File: src/rtl/lcd_bus_receiver.sv
// lcd_bus_receiver: HD44780-style LCD write-bus receiver with DDRAM cursor tracking and FWFT capture FIFO
//   clk, rstb (async, active-low)
//   lcd_data/lcd_rs/lcd_rw/lcd_en : LCD bus inputs, synchronised internally
//   rx_valid/rx_ready             : FIFO head handshake; rx_data/rx_rs/rx_addr describe the head
//   cursor_addr                   : tracked DDRAM cursor
//   overflow                      : sticky, a transfer was dropped on a full FIFO
module lcd_bus_receiver #(
  parameter int FIFO_DEPTH  = 8,
  parameter int SYNC_STAGES = 2,
  parameter int MIN_EN_HIGH = 1
) (
  input  logic       clk,
  input  logic       rstb,
  input  logic [7:0] lcd_data,
  input  logic       lcd_rs,
  input  logic       lcd_rw,
  input  logic       lcd_en,
  output logic       rx_valid,
  input  logic       rx_ready,
  output logic [7:0] rx_data,
  output logic       rx_rs,
  output logic [6:0] rx_addr,
  output logic [6:0] cursor_addr,
  output logic       overflow
);
  localparam int AW = $clog2(FIFO_DEPTH);
  logic [SYNC_STAGES-1:0][10:0] sync_q, sync_d;
  logic                         en_s, rw_s, rs_s;
  logic [7:0]                   data_s;
  logic                         en_prev_q, en_prev_d;
  logic [3:0]                   cnt_q, cnt_d;
  logic                         wr_q, wr_d, wr_rs_q, wr_rs_d;
  logic [7:0]                   wr_data_q, wr_data_d;
  logic [6:0]                   cursor_q, cursor_d, cursor_step;
  logic                         inc_q, inc_d;
  logic [AW-1:0]                wptr_q, wptr_d, rptr_q, rptr_d;
  logic [AW:0]                  count_q, count_d;
  logic                         overflow_q, overflow_d;
  logic [15:0]                  last_q, last_d, head;
  logic [15:0]                  mem_q [FIFO_DEPTH];
  logic                         full, push, pop;

  // All bus bits travel through one shared synchroniser so they stay aligned with E
  assign {en_s, rw_s, rs_s, data_s} = sync_q[SYNC_STAGES-1];

  always_comb begin
    sync_d      = {sync_q[SYNC_STAGES-2:0], {lcd_en, lcd_rw, lcd_rs, lcd_data}};
    en_prev_d   = en_s;
    cnt_d       = !en_s ? 4'd0 : &cnt_q ? cnt_q : cnt_q + 4'd1;
    // A write completes when E falls after a long enough high phase and rw marks a write
    wr_d        = en_prev_q && !en_s && cnt_q >= 4'(MIN_EN_HIGH) && !rw_s;
    wr_rs_d     = rs_s;
    wr_data_d   = data_s;
    // Two-line DDRAM map: 0x00-0x27 and 0x40-0x67 chain into one ring; elsewhere plain mod-128
    cursor_step = inc_q ? (cursor_q == 7'h27 ? 7'h40 : cursor_q == 7'h67 ? 7'h00 : cursor_q + 7'd1)
                        : (cursor_q == 7'h00 ? 7'h67 : cursor_q == 7'h40 ? 7'h27 : cursor_q - 7'd1);
    cursor_d    = cursor_q;
    inc_d       = inc_q;
    if (wr_q) begin
      if (wr_rs_q) cursor_d = cursor_step;
      else if (wr_data_q[7]) cursor_d = wr_data_q[6:0];
      else if (wr_data_q[7:2] == 6'b000001) inc_d = wr_data_q[1];
      else if (wr_data_q[7:1] == 7'b0000001) cursor_d = 7'h00;
      else if (wr_data_q == 8'h01) begin
        cursor_d = 7'h00;
        inc_d    = 1'b1;
      end
    end
    rx_valid    = count_q != '0;
    pop         = rx_valid && rx_ready;
    full        = count_q == (AW+1)'(FIFO_DEPTH);
    // A pop in the same cycle frees the slot, so a full FIFO still accepts the push
    push        = wr_q && (!full || pop);
    overflow_d  = overflow_q || (wr_q && full && !pop);
    wptr_d      = wptr_q + AW'(push);
    rptr_d      = rptr_q + AW'(pop);
    count_d     = count_q + (AW+1)'(push) - (AW+1)'(pop);
    head        = mem_q[rptr_q];
    // Outputs hold the most recently popped entry once the FIFO runs empty
    last_d      = pop ? head : last_q;
    {rx_rs, rx_data, rx_addr} = rx_valid ? head : last_q;
    cursor_addr = cursor_q;
    overflow    = overflow_q;
  end

  always_ff @(posedge clk or negedge rstb) begin
    if (!rstb) begin
      sync_q     <= '0;
      en_prev_q  <= 1'b0;
      cnt_q      <= '0;
      wr_q       <= 1'b0;
      wr_rs_q    <= 1'b0;
      wr_data_q  <= '0;
      cursor_q   <= '0;
      inc_q      <= 1'b1;
      wptr_q     <= '0;
      rptr_q     <= '0;
      count_q    <= '0;
      overflow_q <= 1'b0;
      last_q     <= '0;
    end else begin
      sync_q     <= sync_d;
      en_prev_q  <= en_prev_d;
      cnt_q      <= cnt_d;
      wr_q       <= wr_d;
      wr_rs_q    <= wr_rs_d;
      wr_data_q  <= wr_data_d;
      cursor_q   <= cursor_d;
      inc_q      <= inc_d;
      wptr_q     <= wptr_d;
      rptr_q     <= rptr_d;
      count_q    <= count_d;
      overflow_q <= overflow_d;
      last_q     <= last_d;
    end
  end

  always_ff @(posedge clk) begin
    if (push) mem_q[wptr_q] <= {wr_rs_q, wr_data_q, cursor_q};
  end
endmodule

File: config.mk
export PLATFORM = sky130hd
export DESIGN_NAME = lcd_bus_receiver
export DESIGN_NICKNAME = d
export VERILOG_FILES = /design/src/rtl/lcd_bus_receiver.sv
export SDC_FILE = /design/constraint.sdc
export NUM_CORES = 1
export LEC_CHECK = 0
export BUFFER_PORTS_ARGS = -buffer_cell sky130_fd_sc_hd__buf_4
export CAP_MARGIN = 10
export CORE_ASPECT_RATIO = 0.5
export CORE_MARGIN = 4
export CORE_UTILIZATION = 55
export DETAILED_ROUTE_END_ITERATION = 8
export MAX_ROUTING_LAYER = met4
export PLACE_DENSITY = 0.76
export SETUP_SLACK_MARGIN = 0.15
export SYNTH_ARGS = -nofsm -noshare
export SYNTH_HDL_FRONTEND = slang
export SYNTH_SLANG_ARGS = --single-unit
File: constraint.sdc
create_clock -name clk -period 2.6 [get_ports clk]
set_clock_uncertainty 0.05 [all_clocks]
set_input_delay 0.52 -clock clk [delete_from_list [all_inputs] [get_ports clk]]
set_output_delay 0.52 -clock clk [all_outputs]
set_load 0.02 [all_outputs]
---- Word level (Yosys, flattened, before mapping) ----
Memories as Yosys holds them, arrays and structs flattened.
Index checks and enable logic that the tools add are counted.
word-level totals
  bits in registers ....................... 72
  bits in writable memories ............... 128
  bits of input ports ..................... 14
  word-level logic and storage cells ...... 73
  memories kept ........................... 1
cells by class
  $add $sub $neg .......................... 7
  order comparisons ....................... 1
  equal/unequal tests ..................... 10
  multiplexer cells ....................... 18
  bitwise operators ....................... 2
  reductions and logical operators ........ 20
memories
  name   words  width  read ports  clocked after Yosys merged registers in  wr ports  line  source
  mem_q  8      16     1           0                                        1         40    logic [15:0] mem_q [FIFO_DEPTH];
operators by type and width
  cell                 number
  $mux 7               10
  $mux 16              1
  $eq 7x7->1 const B   2
  $eq 8x1->1 const B   1
  $mux 4               2
  $reduce_bool 4->1    2
  $add 7x1->7 const B  1
  $eq 7x1->1 const B   1
  $eq 7x6->1 const B   1
  $logic_and 1x1->1    7
  $logic_not 7->1      1
  $sub 7x1->7 const B  1
  $add 3x1->3          2
  $eq 6x1->1 const B   1
  $mux 1               5
  $reduce_and 5->1     1
  $add 4x1->4          1
  $add 4x1->4 const B  1
  $eq 4x4->1 const B   1
  $ge 4x1->1 const B   1
  $logic_not 1->1      4
  $ne 2x2->1 const B   2
  $reduce_and 4->1     1
  $sub 4x1->4          1
  other kinds (5)      7

---- Depth between registers and ports, before layout ----
  depth after elaboration ................. 6
  depth in mapped cells ................... 12
  mapped depth without buffers ............ 11

---- Least setup slack after synthesis ----
No wires, ideal clock.
  kind .................................... reg2reg
  from .................................... register count_q[2]
  to ...................................... memory mem_q[1][0], enable pin
  data arrival time ....................... 2.237 ns
  slack ................................... -0.097 ns
  cell stages (with the launch flop) ...... 7
  cell sequence ........................... dfrtp_1 -> inv_1 -> ha_1 -> nand2b_1 -> a31oi_1 -> nand2_1 -> nor3_1
on the way
  longest elaborated chain between the ends .. 6
ends and longest elaborated chain
  element                                                      line    source
  from (decl)                                                  37      logic [AW:0] count_q, count_d;
  from (signal assigned)                                       112     count_q <= count_d;
  $eq 4x4->1 / $reduce_bool 4->1 (equally long branches)       71, 69
  $logic_not 1->1 / $logic_and 1x1->1 (equally long branches)  73, 70
  $logic_or 1x1->1 *                                           73      push = wr_q && (!full || pop);
  $logic_and 1x1->1 *                                          73
  $mux 1 *                                                     119     if (push) mem_q[wptr_q] <= {wr_rs_q, wr_data_q, cursor_q};
  $mux 1 (implied by the code) *                               119
  to (decl)                                                    40
Mark *: on every way between the ends. The rest lies on a longest branch, timed or not.

---- Worst setup path in the final report ----
  from .................................... register rptr_q[0]
  to ...................................... output port rx_rs
on the way
  longest elaborated chain between the ends .. 2
ends and longest elaborated chain
  element                 line  source
  from (decl)             36    logic [AW-1:0] wptr_q, wptr_d, rptr_q, rptr_d;
  from (signal assigned)  111   rptr_q <= rptr_d;
  $mem_v2 8x16            n/a
  $mux 16                 81    {rx_rs, rx_data, rx_addr} = rx_valid ? head : last_q;
  to (decl)               21    output logic rx_rs,
Every way passes these cells.

==> run metrics <==
Final period util=106%; grt ovf=0; sw frac=between 30% and 40%; Post-Syn Area=7860 µm²; Worst Reg2Reg Path Length in Cells=11; Core Rows=30; register area share after synthesis=71.8%; CTS max path bufs=2; min Tclk post-route=roughly 2.8 ns; layout cells sized above 1=32.6%; Setup TNS=-1.65 ns; post-route design area=9470 µm²; Mapped Nets=501; DP Area=8560 µm²; setup slack after layout=-0.160 ns; worst skew pair latency=0.42 ns; TritonCTS Buffers=17; Peak VDD IR=~520 µV; Sequential Power Share=about 39%; Max Freq=362 MHz; port bufs=38; routed length per instance=21.9 µm; DRC Markers=0; Top FF cell, synth=edfxtp_1; starting density of the core=57.1%; Slew @ Worst Pin=0.906 ns; Mapped Avg Cell Area=16.7 µm²; RR Endpoint=count_q[1]; die area=16400 µm²; number of synthesized flops with an enable pin=128; vias in the first global route=4223; Worst EP arrival=2.19 ns; CP required=between 2 and 2.5 ns; ys async rst share=a little over a third; TritonRoute pass-1 iters=5; Hold Path Stages=1; commonest non-fill, non-tap cell in the layout=edfxtp_1; violated checks=negative setup slack; Hold Path Sink=sync_d[17]; Worst-path clk slew=0.07 ns; nets=578; area delta synth->final=20.5%; clk sinks=200; Die X=177 µm; RSZ-0062 raised after global routing=yes; Initial DRC Count=434; outcome=finished with violations; diode count=0; final RePlAce weighted congestion=0.863; crit-path max FO=6; Power Density=1120 nW/µm²; worst reg2reg path startpoint=count_q[2]; Die H=92.6 µm; total wire length=16.5 mm; Synth cell types=50; Worst setup SP type=register; hold_sp=lcd_data[6]; largest area contributor in the netlist=edfxtp_1; Via Count=~4400; CTS tree=built; Max-Cap Viols=0; first-pass GRT wire length=24.3 mm; IO Count=39; CTS H-tree lvls=4; Final Util=68.8%; CTS Hold Bufs=0; worst min path class=in2reg; final slew viol count=0; most frequent cells in the layout=edfxtp_1 (128), buf_4 (71), dfrtp_1 (70), nor2_1 (47), mux4_2 (32); Total GRT Usage=20.7%; initial antenna violation count=0; R2R setup slack=0.41 ns; largest net degree at the start of global routing=73; Gate Count Post-Synth=472; post-route ant nets=0; top-area cell type share of the netlist area=48.9%; clock share of power=24.6%; setup violation total in the final timing report=16; switching pwr=approximately 3.5 mW; Root Driver=clkbuf_16; P_int=roughly 7.1 mW; synth warn=0; Final Hold Violating Endpoints=0; worst setup path class=reg2out; core footprint=13800 µm²; final hold slack=0.146 ns; CP Capture Type=output pin; Yosys reg bits=200; Via density=around 5.8; static leakage=about 3.5 nW; max-slew headroom at the worst pin=39.6%; Area contributors post-synth=edfxtp_1 (49%), dfrtp_1 (23%), mux4_2 (9.2%); dpl hpwl=around 9.6 mm; combinational fraction of design power=between 30% and 40%
-- critical path: stages, from the launching register on --
cell and delay, ns:
dfrtp_2 0.37, buf_6 0.12, buf_12 0.12, mux4_2 0.52, mux2i_2 0.24, buf_4 0.19, a21oi_2 0.05, buf_4 0.15
-- how the worst max path moves through the flow --
stage               start         end  slack (ns)
2_1_floorplan  count_q[2]  rx_addr[6]        0.29
3_3_place_gp    rptr_q[0]  rx_addr[6]        0.24
3_5_place_dp    rptr_q[0]  rx_addr[6]        0.25
4_1_cts         rptr_q[0]       rx_rs       -0.12
5_1_grt         rptr_q[0]  rx_data[4]       -0.22
6_report        rptr_q[0]       rx_rs       -0.16
-- synthesized netlist by cell type (2+ instances only) --
cell type / instances
nor2_1: 47
o21ai_0: 7
inv_1: 16
nand2b_1: 6
mux2i_1: 20
a31oi_1: 2
o21ai_1: 2
a22o_1: 2
o2bb2ai_1: 2
nand3_1: 2
nor2b_1: 2
xnor2_1: 3
a31oi_2: 2
dfrtp_1: 71
mux4_2: 32
nand4_1: 3
nand2_1: 18
clkbuf_1: 15
ha_1: 14
a21oi_1: 35
buf_2: 6
edfxtp_1: 128
nor4b_1: 3
a41oi_2: 2
xor2_1: 4
a21o_1: 2
nor3_1: 3
-- power groups by stage --
stage               sequential (mW)  combinational [mW]  clock [mW]
floorplan                      4.16                2.01           0
global placement               4.14                3.06           0
detailed placement             4.16                3.13           0
CTS                            4.09                3.43        2.64
global route                   4.14                4.14        2.80
finish                         4.10                3.88        2.60
-- sequential cells by signal, indices dropped and copies added, names as in the netlist, 3 cells and up --
name / count
cursor_addr: 7
last_q: 16
wr_data_q: 8
wptr_q: 3
cnt_q: 4
rptr_q: 3
count_q: 4
data_s: 8
sync_d: 11
mem_q: 128
-- stage by stage --
step	setup slack, ns	cells	total power [mW]
after global placement	0.245	712	7.20
after CTS	-0.119	745	10.2
after detailed placement	0.254	712	7.29
final	-0.160	753	10.6
after global routing	-0.217	753	11.1
after floorplan	0.293	472	6.18
-- kinds of logic (layout without fill, tap and decap cells) --
kind of cell,Yosys count,count (layout),synth area share (%)
mux,53,53,11.9
flops,200,200,71.8
fa+ha+maj,15,15,2.48
simple gates,93,93,5.51
compound gates,65,65,5.52
xor+xnor,7,7,0.780
buf+inv,39,128,2.05
-- cell type report --
class / instances / area, µm²
multi-input cells: 233 / 2230
well taps: 192 / 240
fillers: 862 / 4300
flip-flops and latches: 200 / 5650
clock buffers: 17 / 425
repair buffers: 80 / 706
clock inverters: 14 / 161
inverters: 17 / 63.8
-- per-layer routing --
metal	vias up	routed length [µm]	GRT usage, %
li1	1938	-	-
met1	2216	6940	29.9
met2	186	7890	31.3
met3	17	1460	4.08
met4	0	172	4.89
met5	-	0	-
-- repair_timing --
item	in CTS	in global routing
resized for setup	19	25
gates cloned	0	2
pin swaps	0	5
buffers inserted	2	6
endpoints found under the setup margin	17	17
(Power assumes the default switching activity.)
